==> config.mk <==
export PLATFORM = sky130hd
export DESIGN_NAME = nexys_starship_repair_bank
export DESIGN_NICKNAME = d
export VERILOG_FILES = /design/src/rtl/nexys_starship_repair_bank.sv
export SDC_FILE = /design/constraint.sdc
export NUM_CORES = 1
export LEC_CHECK = 0
export CAP_MARGIN = 20
export CORE_ASPECT_RATIO = 2
export CORE_MARGIN = 1.5
export CORE_UTILIZATION = 43
export DETAILED_ROUTE_END_ITERATION = 12
export GPL_ROUTABILITY_DRIVEN = 0
export PLACE_DENSITY = 0.6
export SLEW_MARGIN = 30
export SYNTH_ARGS = -nofsm -noshare
export SYNTH_HDL_FRONTEND = slang
export SYNTH_SLANG_ARGS = --single-unit
==> constraint.sdc <==
create_clock -name timer_clk -period 5.24 [get_ports timer_clk]
set_input_delay 0.524 -clock timer_clk [delete_from_list [all_inputs] [get_ports timer_clk]]
set_output_delay 0.524 -clock timer_clk [all_outputs]
set_load 0.05 [all_outputs]
==> src/rtl/nexys_starship_repair_bank.sv <==
// Multi-part damage/repair controller: parts arm after a safe delay, break at random,
// and must be repaired with their captured combo before the repair deadline expires.
module nexys_starship_repair_bank #(
    parameter int unsigned NUM_PARTS    = 4,
    parameter int unsigned COMBO_W      = 4,
    parameter int unsigned SAFE_TICKS   = 2,
    parameter int unsigned REPAIR_LIMIT = 30,
    parameter int unsigned PENALTY      = 5
) (
    input  logic                         timer_clk,
    input  logic                         Reset,
    input  logic                         play_flag,
    input  logic                         gameover_ctrl,
    input  logic [NUM_PARTS-1:0]         break_req,
    input  logic [NUM_PARTS-1:0]         shield,
    input  logic [COMBO_W-1:0]           random_hex,
    input  logic [COMBO_W-1:0]           hex_combo,
    input  logic [NUM_PARTS-1:0]         submit,
    output logic [NUM_PARTS-1:0]         broken,
    output logic [NUM_PARTS*COMBO_W-1:0] combo_flat,
    output logic [3:0]                   broken_count,
    output logic                         ship_fail,
    output logic [2:0]                   fail_part,
    output logic [1:0]                   game_state
);

    localparam int unsigned MAX_CNT = (SAFE_TICKS > REPAIR_LIMIT + PENALTY) ?
                                      SAFE_TICKS : REPAIR_LIMIT + PENALTY;
    localparam int unsigned CNT_W = $clog2(MAX_CNT + 1);

    typedef logic [CNT_W-1:0] cnt_t;
    typedef logic [CNT_W:0]   sum_t;

    localparam cnt_t SAFE_LAST = cnt_t'(SAFE_TICKS - 1);
    localparam sum_t LIMIT     = sum_t'(REPAIR_LIMIT);
    localparam sum_t PEN       = sum_t'(PENALTY);

    typedef enum logic [1:0] {GsIdle = 2'b00, GsRun = 2'b01, GsFailed = 2'b10} game_state_e;
    typedef enum logic [1:0] {PtSafe, PtArmed, PtBroken} part_state_e;

    game_state_e                  game_state_q, game_state_d;
    part_state_e                  part_state_q [NUM_PARTS];
    part_state_e                  part_state_d [NUM_PARTS];
    cnt_t                         safe_cnt_q   [NUM_PARTS];
    cnt_t                         safe_cnt_d   [NUM_PARTS];
    cnt_t                         age_q        [NUM_PARTS];
    cnt_t                         age_d        [NUM_PARTS];
    logic [NUM_PARTS*COMBO_W-1:0] combo_q, combo_d;
    logic [NUM_PARTS-1:0]         broken_q, broken_d;
    logic [3:0]                   count_q, count_d;
    logic                         ship_fail_q, ship_fail_d;
    logic [2:0]                   fail_part_q, fail_part_d;
    logic [NUM_PARTS-1:0]         miss;
    logic                         taken;
    sum_t                         age_sum;

    always_comb begin
        game_state_d = game_state_q;
        combo_d      = combo_q;
        ship_fail_d  = ship_fail_q;
        fail_part_d  = fail_part_q;
        miss         = '0;
        taken        = 1'b0;
        age_sum      = '0;
        for (int i = 0; i < NUM_PARTS; i++) begin
            part_state_d[i] = part_state_q[i];
            safe_cnt_d[i]   = safe_cnt_q[i];
            age_d[i]        = age_q[i];
        end

        if (game_state_q == GsRun) begin
            for (int i = 0; i < NUM_PARTS; i++) begin
                unique case (part_state_q[i])
                    PtSafe: begin
                        if (safe_cnt_q[i] == SAFE_LAST) begin
                            part_state_d[i] = PtArmed;
                            safe_cnt_d[i]   = '0;
                        end else begin
                            safe_cnt_d[i] = safe_cnt_q[i] + cnt_t'(1);
                        end
                    end
                    PtArmed: begin
                        // Lowest-index eligible part wins; at most one break per tick.
                        if (break_req[i] && !shield[i] && !taken) begin
                            taken                         = 1'b1;
                            part_state_d[i]               = PtBroken;
                            combo_d[i*COMBO_W +: COMBO_W] = random_hex;
                            age_d[i]                      = '0;
                        end
                    end
                    PtBroken: begin
                        if (submit[i] && hex_combo == combo_q[i*COMBO_W +: COMBO_W]) begin
                            part_state_d[i]               = PtSafe;
                            combo_d[i*COMBO_W +: COMBO_W] = '0;
                            safe_cnt_d[i]                 = '0;
                            age_d[i]                      = '0;
                        end else begin
                            age_sum = {1'b0, age_q[i]} + (submit[i] ? PEN : sum_t'(1));
                            if (age_sum >= LIMIT) begin
                                age_sum = LIMIT;
                                miss[i] = 1'b1;
                            end
                            age_d[i] = age_sum[CNT_W-1:0];
                        end
                    end
                    default: part_state_d[i] = PtSafe;
                endcase
            end
        end

        case (game_state_q)
            GsIdle: if (play_flag) game_state_d = GsRun;
            GsRun: begin
                if (|miss) begin
                    game_state_d = GsFailed;
                    ship_fail_d  = 1'b1;
                    for (int i = int'(NUM_PARTS) - 1; i >= 0; i--) begin
                        if (miss[i]) fail_part_d = 3'(i);
                    end
                end
            end
            default: ;
        endcase

        // Abort overrides every other event in the same tick.
        if (gameover_ctrl && game_state_q != GsIdle) begin
            game_state_d = GsIdle;
            combo_d      = '0;
            ship_fail_d  = 1'b0;
            fail_part_d  = '0;
            for (int i = 0; i < NUM_PARTS; i++) begin
                part_state_d[i] = PtSafe;
                safe_cnt_d[i]   = '0;
                age_d[i]        = '0;
            end
        end

        count_d = '0;
        for (int i = 0; i < NUM_PARTS; i++) begin
            broken_d[i] = (part_state_d[i] == PtBroken);
            count_d     = count_d + 4'(broken_d[i]);
        end
    end

    always_ff @(posedge timer_clk or posedge Reset) begin
        if (Reset) begin
            game_state_q <= GsIdle;
            combo_q      <= '0;
            broken_q     <= '0;
            count_q      <= '0;
            ship_fail_q  <= 1'b0;
            fail_part_q  <= '0;
            for (int i = 0; i < NUM_PARTS; i++) begin
                part_state_q[i] <= PtSafe;
                safe_cnt_q[i]   <= '0;
                age_q[i]        <= '0;
            end
        end else begin
            game_state_q <= game_state_d;
            combo_q      <= combo_d;
            broken_q     <= broken_d;
            count_q      <= count_d;
            ship_fail_q  <= ship_fail_d;
            fail_part_q  <= fail_part_d;
            for (int i = 0; i < NUM_PARTS; i++) begin
                part_state_q[i] <= part_state_d[i];
                safe_cnt_q[i]   <= safe_cnt_d[i];
                age_q[i]        <= age_d[i];
            end
        end
    end

    assign broken       = broken_q;
    assign combo_flat   = combo_q;
    assign broken_count = count_q;
    assign ship_fail    = ship_fail_q;
    assign fail_part    = fail_part_q;
    assign game_state   = game_state_q;

endmodule

# Yosys cells after proc, flatten, opt, wreduce, memory -nomap -nowiden

Index checks and enable logic that the tools add are counted.

Flip-flop bits (word level): 86
Output and inout bits: 30
Input port bits: 24
Word-level logic and storage cells: 224

Add/subtract/negate cells: 11
Muxes and demuxes: 104
Equality and inequality tests: 31
Order comparisons: 4
Reduce and logical (&&, ||, !) cells: 53

Operators with widths:

| kind                  | count |
|---|---|
| $mux W6               | 20 |
| $mux W24              | 4 |
| $pmux W6 S2           | 8 |
| $mux W4               | 9 |
| $mux W3               | 11 |
| $mux W16              | 2 |
| $pmux W4 S2           | 4 |
| $mux W2               | 15 |
| $reduce_and A3 Y1     | 10 |
| $add A6 B3 Y7         | 4 |
| $ge A7 B5 Y1 const B  | 4 |
| $ne A3 B3 Y1 const B  | 9 |
| $reduce_bool A3 Y1    | 9 |
| $add A6 B1 Y6 const B | 4 |
| $eq A6 B1 Y1 const B  | 4 |
| $mux W1               | 24 |
| $pmux W2 S3           | 4 |
| $eq A2 B2 Y1 const B  | 8 |
| $eq A4 B4 Y1          | 4 |
| $mux W8               | 2 |
| $reduce_and A4 Y1     | 4 |
| $logic_and A1 B1 Y1   | 12 |
| $eq A2 B1 Y1 const B  | 5 |
| $logic_not A2 Y1      | 5 |
| other kinds (10)      | 18 |

# Logic depth before layout (Yosys ltp)

Gate-level depths: netlist of run 1.

Depth after elaboration: 25
Gate-level depth with buffers: 10
Gate-level depth less buffers: 10

# Least setup slack after synthesis of run 1

OpenSTA, ideal clock, no wires.

Path type: register to register
From: reg game_state_q[1] (netlist: game_state[1])
To: reg count_q[1] (netlist: broken_count[1])
Data required time: 5.114 ns
Buffers on the path: 2
Period minus slack after synthesis: 3.018 ns
Data arrival time: 2.892 ns
Library setup time: 0.126 ns
Path slack: 2.222 ns
Stages on the path, launching flop included: 11
Cells stage by stage: dfrtp_1 > buf_2 > nand2b_1 > a21boi_1 > buf_2 > nand2_1 > o21ai_0 > nor2b_1 > fa_1 > ha_1 > ha_1

RTL lines:

| what                   | line | text |
|---|---|---|
| start, declared        | 41   | `game_state_e game_state_q, game_state_d;` |
| start signal, assigned | 147  | `game_state_q <= GsIdle;` |
| start signal, assigned | 159  | `game_state_q <= game_state_d;` |
| end signal, assigned   | 162  | `count_q <= count_d;` |
| end, declared          | 50   | `logic [3:0] count_q, count_d;` |

==> metrics.yaml, run 1 <==
run_status:
  outcome: "complete, no violations"
logic_synthesis:
  synth_mux_area_share_pct: 1.00
  async_reset_ff_share_pct: 100
  synth_top_family_by_area: "simple AND/OR/NAND/NOR gates"
  yosysWarnings: 0
  synth-main-ff-cell: "dfrtp_1"
  ys_ff_latch: 84
  synthXorXnorAreaFrac_pct: 4.04
  syn_area_um2: 4990
  synth-compound-area-share_pct: 21.3
  postSynthAreaPerCell_um2: 9.17
  synth_cells: 544
  synthSimpleGateAreaFrac_pct: 22.0
  synth_edf_count: 0
  ys_seq_area_share_pct: 42.2
  synth_largest_area_cell: "dfrtp_1"
  synth_top_area_share_pct: 42.2
  ys_types: 64
  yosys-top-cells-area: "dfrtp_1 (42%), ha_1 (5.5%), o21ai_0 (5.0%)"
  synthAdderAreaFrac_pct: 5.92
routing:
  ant_nets: 0
  drt_iter0_drc: 200
  wl_per_cell_um: 16.8
  route.top_layer_used: "met4"
  wl_met2_um: 6410
  drtPass1Iterations: 4
  wirelength_um: 12400
  remaining_drc_errors: 0
  wl_met3_um: 498
  wl_met1_um: 5220
  vias: 4204
  vias_per_cell: 5.67
sta:
  whs_ps: 485
  tns_ps: 0
  skew_ps: 9.89
  fin_crit_ps: 3150
  drv_slew: 0
  grt_setup_unrepaired: "false"
  fin_crit_sh_pct: 60.1
  slew_headroom_pct: 52.0
  layout_setup_ws_ps: 2090
  finalSetupViolCount: 0
  worstMarginPinSlew_ps: 710
  fmax_mhz: 317
  hold_violations: 0
power_and_ir_drop:
  p_leak_nw: 2.62
  internal_power_mw: 1.50
  vdd_ir_drop_max_uv: 236
  p_sw_share_pct: 40.8
  pwr-share-clk_pct: 24.7
  comb_power_share_pct: 38.0
  power_mw: 2.54
  p_seq_share_pct: 37.3
  switchingPower_mw: 1.03
  power_density_nw_per_um2: 430
clocking:
  cts.htree.levels: 3
  cts_tree: "done"
  clk_path_buf_depth: 2
  post_cts_resized: 0
  postCtsSetupBuffers: 0
  postCtsHoldBufs: 0
  root_buffer: "clkbuf_16"
  cts_buffers: 9
  cts.clk_slew.worst_paths_ps: 70
  clkLatencyLatePin_ps: 340
  cts.sinks: 84
global_route:
  grt_max_degree: 53
  grt_pass1_wl_um: 20500
  gr-total-overflow: 0
  grt_pass1_vias: 4137
  grt_use_total_pct: 21.2
  antenna_found_initial: 0
worst_setup_path:
  crit_start: "break_req[1]"
  arrival_ps: 3370
  crit_path_start_kind: "input port"
  cp.required_ps: 5460
  cp-end-kind: "flop"
  rrSetupSlack_ps: 2200
  r2r-start: "game_state[1]"
  crit_type: "in -> reg"
  critPathCapture: "broken_count[1]"
  reg2reg_depth: 8
  crit_path_max_fanout: 4
  r2r_end: "broken_count[1]"
hold_path:
  min_from: "age_q[20]"
  min_path_type: "reg -> reg"
placement:
  place_hpwl_um: 9220
  dp_cells: 725
  post-place-ws_ps: 1740
  dpl_cell_area_um2: 5620
  port_buffers: 51
floorplanning:
  die_w_um: 79.1
  num_io_pins: 54
  initial_utilization_pct: 44.2
  die_h_um: 155
  design.core.area_um2: 11300
  dieArea_um2: 12300
  row_count: 55
layout:
  register_area_um2: 2100
  fillers: 1094
  nNetsFinal: 641
  stdcell_area_um2: 5910
  finalNonFillerCells: 741
  multiInputGateArea_um2: 2720
  drive_gt1_share_pct: 5.68
  utilization_pct: 52.4
  area_growth_pct: 18.5
  diodes: 0
run:
  maxCapViolCount: 0
==> synthesized netlist by cell type, types with 3 or more instances <==
master    instances
nand3_1          32
nand2b_1         26
buf_2             4
or2_2             6
a21oi_2           3
and2_1            8
a21oi_1          18
o22a_1            3
xor2_1           11
clkbuf_1          7
nor2b_1          12
nand2_1          60
nand3b_1          4
o21a_1            4
inv_1            29
o21ai_1           4
o21ai_0          50
nor3b_1           3
nor4_1            7
o31ai_1          17
a21o_1           15
dfrtp_1          84
a211oi_1          7
a31oi_1          10
o2111a_1          3
nand4_1           4
and3_1            4
nor4bb_1          3
nor3_1            6
ha_1             22
nor2_1           18
mux2i_1           5
xnor2_1          12
o31a_1            4
==> layer usage <==
metal | GRT usage, % | vias up
met5 | 0 | -
met4 | 8.10 | 0
met3 | 3.40 | 17
met2 | 36.5 | 93
met1 | 26.2 | 2046
li1 | - | 2048
==> power groups by stage <==
stage	combinational (mW)	sequential, mW	clock (mW)
4_1_cts	0.973	0.948	0.642
3_5_place_dp	0.968	0.958	0
5_1_grt	1.06	0.970	0.670
3_3_place_gp	0.952	0.957	0
2_1_floorplan	0.464	1.15	0
6_report	0.964	0.947	0.627
==> logic make-up after synthesis <==
family          after synthesis
simple gates                207
compound gates              158
flops                        84
buf+inv                      43
fa+ha+maj                    23
xor+xnor                     23
mux                           5
other cells                   1
==> placed cells by master (no fill, tap or decap), types with 3 or more instances in the layout <==
cell / n
nor2b_1: 12
o21ai_0: 50
a21oi_1: 18
xor2_1: 11
ha_1: 22
nand2_1: 60
nor4bb_1: 3
dfrtp_1: 84
and3_1: 4
nor3b_1: 3
a21o_1: 15
nor4_1: 7
clkbuf_16: 9
and2_1: 8
nor2_1: 18
or2_2: 6
o21ai_1: 4
nand4_1: 4
o31a_1: 4
o21a_1: 4
clkinv_2: 3
clkdlybuf4s50_1: 51
a211oi_1: 7
a31oi_1: 10
o31ai_1: 17
nor3_1: 6
mux2i_1: 5
o22a_1: 3
nand3_1: 32
nand2b_1: 26
inv_1: 28
xnor2_1: 12
a21oi_2: 3
nand3b_1: 4
o2111a_1: 3
==> how the worst min path moves through the flow <==
stage / endpoint / slack (ps) / cells past startpoint
6_report: age_q[20] / 480 / 2
5_1_grt: age_q[14] / 520 / 1
4_1_cts: age_q[20] / 490 / 2
3_5_place_dp: age_q[20] / 480 / 2
3_3_place_gp: age_q[20] / 470 / 2
2_1_floorplan: age_q[20] / 450 / 2
==> critical path, cell delays in order <==
cell and delay [ps]:
clkdlybuf4s50_1 500, nor4bb_1 650, nor4_1 150, nand3b_1 180, nor2b_1 140, o21ai_0 100, nor2b_1 190, fa_1 450
ha_1 190, ha_1 270
==> state kept, by name, summed over array words and instances (netlist names) <==
register,flops
age_q,24
part_state_q,8
ship_fail,1
game_state,2
broken,4
combo_flat,16
fail_part,2
safe_cnt_q,24
broken_count,3
==> cell type report <==
cell class / instances / area share [%]
clock buffer: 11 / 3.94
timing repair buffer: 52 / 8.76
clock inverter: 5 / 0.889
inverter: 29 / 1.88
tap: 142 / 3.01
sequential: 84 / 35.6
multi-input combinational: 418 / 46.0
(Power assumes the default switching activity.)
==> inputs of run 2 (changes only) <==
==> constraint.sdc (replaced) <==
create_clock -name timer_clk -period 2.9 [get_ports timer_clk]
set_input_delay 0.29 -clock timer_clk [delete_from_list [all_inputs] [get_ports timer_clk]]
set_output_delay 0.29 -clock timer_clk [all_outputs]
set_load 0.05 [all_outputs]
==> metrics.yaml, run 2 (synthesis results as in run 1) <==
placement:
  place_hpwl_um: 9780
  dpl_cell_area_um2: 5970
  port_buffers: 51
  dp_cells: 770
sta:
  skew_ps: 8.02
  fmax_mhz: 358
  fin_crit_sh_pct: 96.5
  drv_slew: 0
  whs_ps: 313
  grt_setup_unrepaired: "false"
  fin_crit_ps: 2800
  slew_headroom_pct: 56.7
  finalSetupViolCount: 0
  worstMarginPinSlew_ps: 640
  hold_violations: 0
worst_setup_path:
  crit_type: "in -> reg"
  cp.required_ps: 3120
  crit_path_max_fanout: 4
  crit_path_start_kind: "input port"
  cpMaxStageDelayCell: "fa_1"
  cp.buffers_inverters: 2
  arrival_ps: 3020
  cp_top_family: "simple AND/OR/NAND/NOR gates"
  reg2reg_depth: 10
  crit_start: "break_req[1]"
  r2r-start: "part_state_q[4]"
  cp.depth: 11
  crit_chain: "clkdlybuf4s50_1 > nor4bb_1 > buf_4 > nor4_4 > nand3b_1 > nor2b_1 > o21ai_0 > nor2b_1 > fa_1 > ha_1 > ha_1"
  cp_slowest_stage_delay_ps: 450
  cp-end-kind: "flop"
layout:
  layout_common_cells: "dfrtp_1 (83), nand2_1 (60), clkdlybuf4s50_1 (51), o21ai_0 (50), buf_4 (45)"
  utilization_pct: 55.4
  area_growth_pct: 25.5
  layout_commonest_cell: "dfrtp_1"
  fillers: 1027
  stdcell_area_um2: 6260
  nNetsFinal: 686
  diodes: 0
  finalNonFillerCells: 786
  drive_gt1_share_pct: 12.4
power_and_ir_drop:
  comb_power_share_pct: 41.1
  internal_power_mw: 2.74
  pwr-share-clk_pct: 22.5
  switchingPower_mw: 1.90
  p_seq_share_pct: 36.4
  p_sw_share_pct: 41.0
  power_mw: 4.64
  power_density_nw_per_um2: 741
  vdd_ir_drop_max_uv: 556
  p_leak_nw: 2.83
routing:
  vias: 4395
  ant_nets: 0
  wirelength_um: 12600
  drtPass1Iterations: 4
  remaining_drc_errors: 0
  drt_iter0_drc: 255
  wl_per_cell_um: 16.1
  vias_per_cell: 5.59
global_route:
  gr-total-overflow: 0
  antenna_found_initial: 0
  grt_pass1_vias: 4452
  grt_pass1_wl_um: 21400
  grt_use_total_pct: 22.0
  grt_max_degree: 29
run_status:
  outcome: "complete, no violations"
hold_path:
  min_path_type: "in -> async"
floorplanning:
  design.core.area_um2: 11300
  row_count: 55
  die_h_um: 155
  dieArea_um2: 12300
  die_w_um: 79.1
  initial_utilization_pct: 44.2
  num_io_pins: 54
clocking:
  cts.sinks: 84
  cts_tree: "done"
  cts_buffers: 9
  root_buffer: "clkbuf_16"
  clk_path_buf_depth: 2
  clkLatencyLatePin_ps: 340
  cts.clk_slew.worst_paths_ps: 60
  cts.htree.levels: 3
  postCtsHoldBufs: 0
run:
  maxCapViolCount: 0
-- run 2: changes by cell type in the layout (fill, tap and decap cells not counted), sizes merged --
cell	delta
buf	+45
bufinv	-1
clkbuf	+1
clkinv	+1
inv	-1
-- run 2: area by class of cell --
cell class / instances / area, um^2 / area share, %
clock buffers: 12 / 236 / 3.78
clock inverters: 4 / 26.3 / 0.420
inverters: 29 / 110 / 1.76
multi-input cells: 418 / 2730 / 43.7
flip-flops and latches: 84 / 2100 / 33.6
well taps: 142 / 178 / 2.84
repair buffers: 97 / 868 / 13.9
-- run 2: path summary, 6_finish.rpt --
kind | slack (ps) | to
setup reg to reg | 130 | broken_count[1]
hold / removal | 310 | safe_cnt_q[22]
min in group timer_clk | 480 | age_q[14]
setup / recovery | 100 | broken_count[1]
hold reg to reg | 480 | age_q[14]
max in group asynchronous | 1930 | age_q[10]
-- run 2: worst reg2reg max path, stage by stage, from the launching register on --
cell and delay [ps]:
dfrtp_1 370, nor4bb_1 130, buf_4 160, nor4_4 310, nand3b_1 130, nor2b_1 150
o21ai_0 240, nor2b_1 260, fa_1 450, ha_1 200, ha_1 270
-- run 2: repair_timing --
item | in CTS | in global routing
cloned | 0 | 0
gates resized for setup | 1 | 2
endpoints found under the setup margin | 2 | 1
setup buffers | 0 | 0
-- run 2: layer usage --
metal | global-route usage (%) | wire, um | vias to the layer above
met4 | 7.44 | 225 | 0
li1 | - | - | 2140
met1 | 26.1 | 5190 | 2134
met5 | 0 | 0 | -
met3 | 2.87 | 460 | 17
met2 | 40.1 | 6760 | 104
-- run 2: power groups by stage --
stage	logic, mW	registers (mW)	clock network, mW
4_1_cts	1.91	1.69	1.07
2_1_floorplan	0.838	2.07	0
3_5_place_dp	1.90	1.70	0
6_report	1.90	1.69	1.04
5_1_grt	2.09	1.73	1.13
3_3_place_gp	1.87	1.70	0
-- run 2: per-stage QoR --
stage / setup slack, ps / TNS [ps]
3_5_place_dp: -424 / -995
4_1_cts: 52.0 / 0
6_report: 103 / 0
3_3_place_gp: -323 / -709
2_1_floorplan: 23.0 / 0
5_1_grt: 7.12 / 0
==> inputs of run 3 (changes only) <==
--- a/config.mk
+++ b/config.mk
@@ -5,7 +5,6 @@
 export SDC_FILE = /design/constraint.sdc
 export NUM_CORES = 1
 export LEC_CHECK = 0
-export CAP_MARGIN = 20
 export CORE_ASPECT_RATIO = 2
 export CORE_MARGIN = 1.5
 export CORE_UTILIZATION = 43
==> results of run 3 <==
Same layout as run 2: the final DEF is identical, and so are final timing and power.
